**src/rtl/uart_tx_arbiter_if.sv**
```systemverilog
// -----------------------------------------------------------------------------
// uart_tx_arbiter_if
// Bundles the requester-side and transmitter-side signals of the UART transmit
// arbiter.
//   slave  : the arbiter's view. It receives req/req_data/tx_done and drives
//            req_ack/tx_data/tx_start/busy/grant_id/timeout_err.
//   master : the environment's view (requesters plus transmitter).
// Ports carried:
//   req[NUM_REQ]            level send request per requester
//   req_data[NUM_REQ*DATA_W] packed bytes, requester i at [i*DATA_W +: DATA_W]
//   req_ack[NUM_REQ]        one-hot, one-cycle capture acknowledge
//   tx_data[DATA_W]         byte presented to the transmitter
//   tx_start                one-cycle start pulse to the transmitter
//   tx_done                 one-cycle frame-finished pulse from the transmitter
//   busy                    arbiter not idle
//   grant_id                index of the last granted requester
//   timeout_err             one-cycle pulse when a frame is abandoned
// -----------------------------------------------------------------------------
interface uart_tx_arbiter_if #(
    parameter int NUM_REQ = 2,
    parameter int DATA_W  = 8
);
    localparam int ID_W = (NUM_REQ > 1) ? $clog2(NUM_REQ) : 1;

    logic [NUM_REQ-1:0]        req;
    logic [NUM_REQ*DATA_W-1:0] req_data;
    logic [NUM_REQ-1:0]        req_ack;
    logic [DATA_W-1:0]         tx_data;
    logic                      tx_start;
    logic                      tx_done;
    logic                      busy;
    logic [ID_W-1:0]           grant_id;
    logic                      timeout_err;

    modport master (
        output req, req_data, tx_done,
        input  req_ack, tx_data, tx_start, busy, grant_id, timeout_err
    );

    modport slave (
        input  req, req_data, tx_done,
        output req_ack, tx_data, tx_start, busy, grant_id, timeout_err
    );
endinterface

```
**src/rtl/uart_tx_arbiter.sv**
```systemverilog
// -----------------------------------------------------------------------------
// uart_tx_arbiter
// Shares one UART transmit path between NUM_REQ byte producers. A round-robin
// search picks one requester, its byte is latched and acknowledged, the
// transmitter gets a one-cycle start pulse, and the arbiter waits for tx_done
// (or abandons the frame after TIMEOUT_CYCLES). An idle gap of GAP_CYCLES is
// enforced after every frame.
// Ports:
//   clk    system clock, rising edge
//   rst_n  synchronous active-low reset
//   bus    uart_tx_arbiter_if.slave (requester and transmitter handshakes)
// All outputs come straight from flops.
// -----------------------------------------------------------------------------
module uart_tx_arbiter #(
    parameter int NUM_REQ        = 2,
    parameter int DATA_W         = 8,
    parameter int GAP_CYCLES     = 16,
    parameter int TIMEOUT_CYCLES = 2000000
) (
    input  logic             clk,
    input  logic             rst_n,
    uart_tx_arbiter_if.slave bus
);
    localparam int ID_W    = (NUM_REQ > 1) ? $clog2(NUM_REQ) : 1;
    localparam int CNT_MAX = (TIMEOUT_CYCLES > GAP_CYCLES) ? TIMEOUT_CYCLES : GAP_CYCLES;
    localparam int CNT_W   = $clog2(CNT_MAX + 1);

    localparam logic [CNT_W-1:0] TO_LAST   = CNT_W'(TIMEOUT_CYCLES - 1);
    localparam logic [CNT_W-1:0] GAP_LAST  = CNT_W'((GAP_CYCLES > 0) ? GAP_CYCLES - 1 : 0);
    localparam logic [ID_W:0]    NUM_REQ_W = (ID_W + 1)'(NUM_REQ);

    typedef enum logic [1:0] {
        ST_IDLE      = 2'd0,
        ST_START     = 2'd1,
        ST_WAIT_DONE = 2'd2,
        ST_GAP       = 2'd3
    } state_t;

    // With no gap configured a finished frame returns straight to IDLE.
    localparam state_t AFTER_FRAME = (GAP_CYCLES == 0) ? ST_IDLE : ST_GAP;

    state_t              state_q, state_d;
    logic [ID_W-1:0]     ptr_q, ptr_d;
    logic [CNT_W-1:0]    cnt_q, cnt_d;
    logic [DATA_W-1:0]   tx_data_q, tx_data_d;
    logic [ID_W-1:0]     grant_id_q, grant_id_d;
    logic [NUM_REQ-1:0]  req_ack_q, req_ack_d;
    logic                tx_start_q, tx_start_d;
    logic                busy_q, busy_d;
    logic                timeout_err_q, timeout_err_d;

    logic [DATA_W-1:0]   req_bytes_s [NUM_REQ];
    logic [ID_W-1:0]     winner_s;
    logic                found_s;
    logic [ID_W:0]       sum_s;
    logic [ID_W:0]       idx_s;
    logic [ID_W:0]       nxt_s;

    // Unpack the flat request bus into one byte per requester.
    always_comb begin
        for (int i = 0; i < NUM_REQ; i++) begin
            req_bytes_s[i] = bus.req_data[i*DATA_W +: DATA_W];
        end
    end

    // Round-robin search: walk offsets from high to low so the requester
    // closest to the pointer (offset 0 first) is the last one written.
    always_comb begin
        winner_s = '0;
        sum_s    = '0;
        idx_s    = '0;
        for (int i = NUM_REQ - 1; i >= 0; i--) begin
            sum_s    = {1'b0, ptr_q} + (ID_W + 1)'(i);
            idx_s    = (sum_s >= NUM_REQ_W) ? (sum_s - NUM_REQ_W) : sum_s;
            winner_s = bus.req[idx_s[ID_W-1:0]] ? idx_s[ID_W-1:0] : winner_s;
        end
        found_s = |bus.req;
        nxt_s   = {1'b0, winner_s} + (ID_W + 1)'(1);
    end

    // Next-state and registered-output logic of the frame FSM.
    always_comb begin
        state_d       = state_q;
        ptr_d         = ptr_q;
        cnt_d         = cnt_q;
        tx_data_d     = tx_data_q;
        grant_id_d    = grant_id_q;
        req_ack_d     = '0;
        tx_start_d    = 1'b0;
        timeout_err_d = 1'b0;

        case (state_q)
            ST_IDLE: begin
                if (found_s) begin
                    tx_data_d  = req_bytes_s[winner_s];
                    grant_id_d = winner_s;
                    req_ack_d  = NUM_REQ'(1) << winner_s;
                    ptr_d      = (nxt_s >= NUM_REQ_W) ? '0 : nxt_s[ID_W-1:0];
                    state_d    = ST_START;
                end else begin
                    state_d = ST_IDLE;
                end
            end
            ST_START: begin
                // tx_start is registered, so it appears the cycle after START
                // and never overlaps the acknowledge pulse.
                tx_start_d = 1'b1;
                cnt_d      = '0;
                state_d    = ST_WAIT_DONE;
            end
            ST_WAIT_DONE: begin
                // A done arriving together with the timeout wins.
                if (bus.tx_done) begin
                    cnt_d   = '0;
                    state_d = AFTER_FRAME;
                end else if (cnt_q == TO_LAST) begin
                    timeout_err_d = 1'b1;
                    cnt_d         = '0;
                    state_d       = AFTER_FRAME;
                end else begin
                    cnt_d = cnt_q + CNT_W'(1);
                end
            end
            ST_GAP: begin
                if (cnt_q == GAP_LAST) begin
                    cnt_d   = '0;
                    state_d = ST_IDLE;
                end else begin
                    cnt_d = cnt_q + CNT_W'(1);
                end
            end
            default: begin
                state_d = ST_IDLE;
                cnt_d   = '0;
            end
        endcase

        busy_d = (state_d != ST_IDLE);
    end

    // State and output registers with synchronous active-low reset.
    always_ff @(posedge clk) begin
        if (!rst_n) begin
            state_q       <= ST_IDLE;
            ptr_q         <= '0;
            cnt_q         <= '0;
            tx_data_q     <= '0;
            grant_id_q    <= '0;
            req_ack_q     <= '0;
            tx_start_q    <= 1'b0;
            busy_q        <= 1'b0;
            timeout_err_q <= 1'b0;
        end else begin
            state_q       <= state_d;
            ptr_q         <= ptr_d;
            cnt_q         <= cnt_d;
            tx_data_q     <= tx_data_d;
            grant_id_q    <= grant_id_d;
            req_ack_q     <= req_ack_d;
            tx_start_q    <= tx_start_d;
            busy_q        <= busy_d;
            timeout_err_q <= timeout_err_d;
        end
    end

    assign bus.req_ack     = req_ack_q;
    assign bus.tx_data     = tx_data_q;
    assign bus.tx_start    = tx_start_q;
    assign bus.busy        = busy_q;
    assign bus.grant_id    = grant_id_q;
    assign bus.timeout_err = timeout_err_q;
endmodule
```
**src/flat_wrapper.sv**
```systemverilog
// flat-port wrapper written by rule: the top's interface ports become plain ports
module uart_tx_arbiter_flat 
#(
    parameter int NUM_REQ        = 2,
    parameter int DATA_W         = 8,
    parameter int GAP_CYCLES     = 16,
    parameter int TIMEOUT_CYCLES = 2000000
)
  (clk, rst_n, bus_req, bus_req_data, bus_tx_done, bus_req_ack, bus_tx_data, bus_tx_start, bus_busy, bus_grant_id, bus_timeout_err);
  uart_tx_arbiter_if #(.NUM_REQ(NUM_REQ), .DATA_W(DATA_W)) bus_i ();
  input  logic clk;
  input  logic rst_n;
  input wire logic [$bits(bus_i.req)-1:0] bus_req;
  input wire logic [$bits(bus_i.req_data)-1:0] bus_req_data;
  input wire logic [$bits(bus_i.tx_done)-1:0] bus_tx_done;
  output wire logic [$bits(bus_i.req_ack)-1:0] bus_req_ack;
  output wire logic [$bits(bus_i.tx_data)-1:0] bus_tx_data;
  output wire logic [$bits(bus_i.tx_start)-1:0] bus_tx_start;
  output wire logic [$bits(bus_i.busy)-1:0] bus_busy;
  output wire logic [$bits(bus_i.grant_id)-1:0] bus_grant_id;
  output wire logic [$bits(bus_i.timeout_err)-1:0] bus_timeout_err;
  assign bus_i.req = bus_req;
  assign bus_i.req_data = bus_req_data;
  assign bus_i.tx_done = bus_tx_done;
  assign bus_req_ack = bus_i.req_ack;
  assign bus_tx_data = bus_i.tx_data;
  assign bus_tx_start = bus_i.tx_start;
  assign bus_busy = bus_i.busy;
  assign bus_grant_id = bus_i.grant_id;
  assign bus_timeout_err = bus_i.timeout_err;
  uart_tx_arbiter #(.NUM_REQ(NUM_REQ), .DATA_W(DATA_W), .GAP_CYCLES(GAP_CYCLES), .TIMEOUT_CYCLES(TIMEOUT_CYCLES)) u_core (.clk(clk), .rst_n(rst_n), .bus(bus_i));
endmodule
```
**config.mk**
```make
export PLATFORM = sky130hd
export DESIGN_NAME = uart_tx_arbiter_flat
export DESIGN_NICKNAME = d
export VERILOG_FILES = /design/src/rtl/uart_tx_arbiter_if.sv /design/src/rtl/uart_tx_arbiter.sv /design/src/flat_wrapper.sv
export SDC_FILE = /design/constraint.sdc
export NUM_CORES = 1
export LEC_CHECK = 0
export ABC_AREA = 1
export ABC_CLOCK_PERIOD_IN_PS = 3900
export BUFFER_PORTS_ARGS = -buffer_cell sky130_fd_sc_hd__buf_4
export CORE_ASPECT_RATIO = 0.6
export CORE_MARGIN = 5
export CORE_UTILIZATION = 50
export CTS_CLUSTER_DIAMETER = 80
export DETAILED_ROUTE_END_ITERATION = 6
export GPL_TIMING_DRIVEN = 0
export PLACE_DENSITY = 0.7
export SYNTH_ARGS = -nofsm -noshare
export SYNTH_HDL_FRONTEND = slang
export SYNTH_SLANG_ARGS = --single-unit
```
**constraint.sdc**
```tcl
create_clock -name clk -period 3.9 [get_ports clk]
set_clock_uncertainty 0.1 [all_clocks]
set_input_delay 0.39 -clock clk [delete_from_list [all_inputs] [get_ports clk]]
set_output_delay 0.39 -clock clk [all_outputs]
set_load 0.02 [all_outputs]
```
==> flow_metrics.py <==
metrics = {
    "finish": {
        "n_antenna_cell": 0,
        "final_nets": 393,
        "fin_cells": 432,
        "drive_above_1_share_pct": 19.1,
        "syn_to_final_growth_pct": 22.4,
        "final_cell_area_um2": 2590,
    },
    "flow_run": {
        "drv_cap": 0,
    },
    "clock_tree": {
        "clkSlewWorstSetupHoldPaths_ns": 0.08,
        "cts_resized": 0,
        "post_cts_buffers": 0,
        "cts.sinks": 38,
        "cts_tree": "built",
        "htreeDepth": 2,
        "cts_made_buffers": 5,
        "ctsHoldBuffers": 0,
        "worstSkewPairLatency_ns": 0.30,
        "cts_buffer_depth": 2,
        "cts_root_buf": "clkbuf_8",
    },
    "synth": {
        "synth_seq_cells": 38,
        "synth_top_area_share_pct": 36.0,
        "synth_commonest_cells": "106 x nand2_1, 49 x inv_1, 38 x dfxtp_1, 36 x nand3_1, 19 x nor2_1",
        "yosysUniqueCellTypes": 30,
        "yosys.area.top_type": "dfxtp_1",
        "synth_top_family_by_area": "simple AND/OR/NAND/NOR gates",
        "syn_nets": 352,
        "synth_fa_ha_area_share_pct": 0.592,
        "synth.mux.area_fraction_pct": 0,
        "synth_area_leaders": "dfxtp_1 36%, nand2_1 19%, inv_1 8.7%",
        "avgSynthCellArea_um2": 6.41,
        "synth-xor-area-share_pct": 1.24,
        "synth_compound_gate_area_share_pct": 9.82,
        "ys_warn_count": 0,
        "synthFlopType": "dfxtp_1",
        "yosys.area_share.simple_pct": 40.9,
        "async_flop_share_pct": 0,
        "yosysMostFrequentCell": "nand2_1",
        "synth_seq_area_share_pct": 36.0,
        "syn_inst": 330,
        "synth_area_um2": 2110,
        "synth_edf_count": 0,
    },
    "setup_path": {
        "critPathKind": "reg2reg",
        "arrival_ns": 1.95,
        "crit_fanout": 10,
        "cp_top_family": "simple AND/OR/NAND/NOR gates",
        "r2r_slack_ns": 2.01,
        "cp-end-kind": "flip-flop",
        "timing.critical_path.required_ns": 3.96,
        "startpoint_type": "flip-flop",
        "path_common_cell": "nand3_1",
        "crit_slowest_cell": "dfxtp_1",
        "path_cells": "ha_1, nand3_1, nor2_1, nand3_1, nand2_2, nand2_4, buf_6, nand3_1, a21oi_1",
        "crit_path_max_incr_delay_ns": 0.40,
        "path_buf_inv": 1,
    },
    "place": {
        "place_congestion": 0.853,
        "io_buffers": 34,
        "dp_hpwl_mm": 4.09,
        "place_area_um2": 2440,
        "dp.cells": 424,
    },
    "global_routing": {
        "track_usage_pct": 20.2,
        "grt.busiest_layer": "met1",
        "overflow": 0,
        "globalRouteMet1Util_pct": 30.3,
        "grt_util_met3_pct": 5.33,
        "met2_usage_pct": 27.4,
        "grt_first_pass_wirelength_mm": 8.80,
        "antenna_found_initial": 0,
        "grt_pass1_vias": 1818,
        "grt_max_degree": 13,
    },
    "floorplan": {
        "die_w_um": 94.0,
        "pin_count": 35,
        "die_area_um2": 5670,
        "die_h_um": 60.4,
        "row_count": 18,
        "start_util_pct": 51.6,
        "core_um2": 4100,
    },
    "detailed_routing": {
        "num_vias": 2130,
        "wl_per_cell_um": 12.4,
        "antenna_left": 0,
        "wl_mm": 5.35,
        "firstDrtPassIters": 5,
        "drt-initial-drc-count": 140,
        "via_per_inst": 4.93,
        "drc": 0,
    },
    "power": {
        "leakagePower_nw": 1.24,
        "max-vdd-ir-drop_mv": 0.283,
        "power.clock.fraction_pct": 39.0,
        "pwr_density_cell_nw_per_um2": 414,
        "swShare_pct": 28.2,
        "p_switching_w": 0.000302,
        "intPower_w": 0.000770,
        "pwr-share-seq_pct": 40.6,
        "comb_power_share_pct": 20.4,
    },
    "sta": {
        "relSlewSlack_pct": 65.1,
        "finalHoldViolations": 0,
        "tightest_slew_ns": 0.523,
        "fin_setup_tns_ns": 0,
        "max_clock_freq_mhz": 528,
        "final_max_slew_viol_count": 0,
        "finalCriticalPeriod_ns": 1.89,
        "rsz0062_at_grt": "false",
        "setup_viol": 0,
        "post-route-period-util_pct": 48.6,
    },
    "run_status": {
        "status": "finished, final reports clean",
    },
    "min_path": {
        "hold_class": "in2reg",
    },
}
==> registers in the layout (all words and copies together), names as in the netlist <==
name	flops
u_core.bus.tx_data	8
u_core.bus.grant_id	1
u_core.cnt_q	21
u_core.bus.tx_start	1
u_core.bus.req_ack	2
u_core.bus.busy	1
u_core.state_q	2
u_core.bus.timeout_err	1
u_core.ptr_q	1
==> layout make-up <==
type	instances	area, µm²
clock inverters	2	60.1
multi-input cells	233	1110
plain buffers	8	50.0
flip-flops and latches	38	761
fillers	405	1510
clock buffers	6	82.6
inverters	51	191
repair buffers	34	255
well taps	60	75.1
==> power by group through the flow <==
stage | clock, W | combinational (W) | sequential [W]
2_1_floorplan | 0 | 0.000109 | 0.000466
3_3_place_gp | 0 | 0.000217 | 0.000443
3_5_place_dp | 0 | 0.000219 | 0.000444
4_1_cts | 0.000428 | 0.000220 | 0.000435
5_1_grt | 0.000447 | 0.000242 | 0.000439
6_report | 0.000418 | 0.000218 | 0.000435
==> through the flow <==
stage	util (%)	hold WS (ns)	setup slack (ns)	total power (W)
finish	63.1	0.183	2.01	0.00107
global route	63.1	0.183	1.81	0.00113
CTS	63.1	0.180	2.01	0.00108
detailed placement	59.6	0.374	2.02	0.000663
global placement	59.6	0.366	2.04	0.000660
floorplan	-	0.354	2.34	0.000575
==> worst reg2reg max path: stages (launching register included) <==
cell and delay [ns]:
dfxtp_1 0.40, ha_1 0.25, nand3_1 0.23, nor2_1 0.16, nand3_1 0.09, nand2_2 0.12
nand2_4 0.12, buf_6 0.17, nand3_1 0.07, a21oi_1 0.06
==> worst paths after layout <==
kind / start / endpoint / cells after the start
setup / recovery: u_core.cnt_q[0]$_SDFFE_PN0P_ / u_core.cnt_q[14]$_SDFFE_PN0P_ / 9
hold / removal: bus_tx_done / u_core.bus.timeout_err$_SDFF_PP0_ / 2
hold reg to reg: u_core.cnt_q[19]$_SDFFE_PN0P_ / u_core.cnt_q[19]$_SDFFE_PN0P_ / 2
setup reg to reg: u_core.cnt_q[0]$_SDFFE_PN0P_ / u_core.cnt_q[14]$_SDFFE_PN0P_ / 9
==> layer usage <==
| metal | up-vias | wire length, µm |
|---|---|---|
| met5 | - | 0 |
| met4 | 0 | 71 |
| met3 | 6 | 362 |
| met2 | 56 | 2090 |
| met1 | 954 | 2820 |
| li1 | 1114 | - |
==> layout by cell type, fill, tap and decap left out <==
| cell type | n |
|---|---|
| inv_2 | 2 |
| a22oi_1 | 3 |
| nor2_4 | 3 |
| nand3_2 | 1 |
| nand2_1 | 106 |
| clkbuf_1 | 4 |
| buf_6 | 2 |
| o21ai_0 | 10 |
| nor3_1 | 4 |
| nor3_2 | 1 |
| bufinv_16 | 2 |
| o21ai_1 | 1 |
| buf_2 | 1 |
| buf_4 | 35 |
| nand2_4 | 1 |
| a31oi_1 | 1 |
| nand4_1 | 5 |
| a21oi_1 | 18 |
| inv_1 | 49 |
| dfxtp_1 | 38 |
| nor2_1 | 19 |
| nor4_1 | 1 |
| o21ai_2 | 2 |
| o2111ai_1 | 1 |
| o21bai_1 | 1 |
| nor2_2 | 8 |
| ha_1 | 1 |
| nand3_1 | 36 |
| nand2_2 | 5 |
| or2_2 | 2 |
| xor2_1 | 3 |
| clkbuf_8 | 6 |
==> logic make-up (layout without fill, tap and decap cells) <==
logic type,Yosys count,after routing
XOR/XNOR,3,3
buffers and inverters,59,101
flip-flops,38,38
AO/OA/AOI/OAI,37,37
adder cells (fa/ha/maj),1,1
AND/OR/NAND/NOR,192,192
Note: power is estimated with default switching activity, not from simulation.
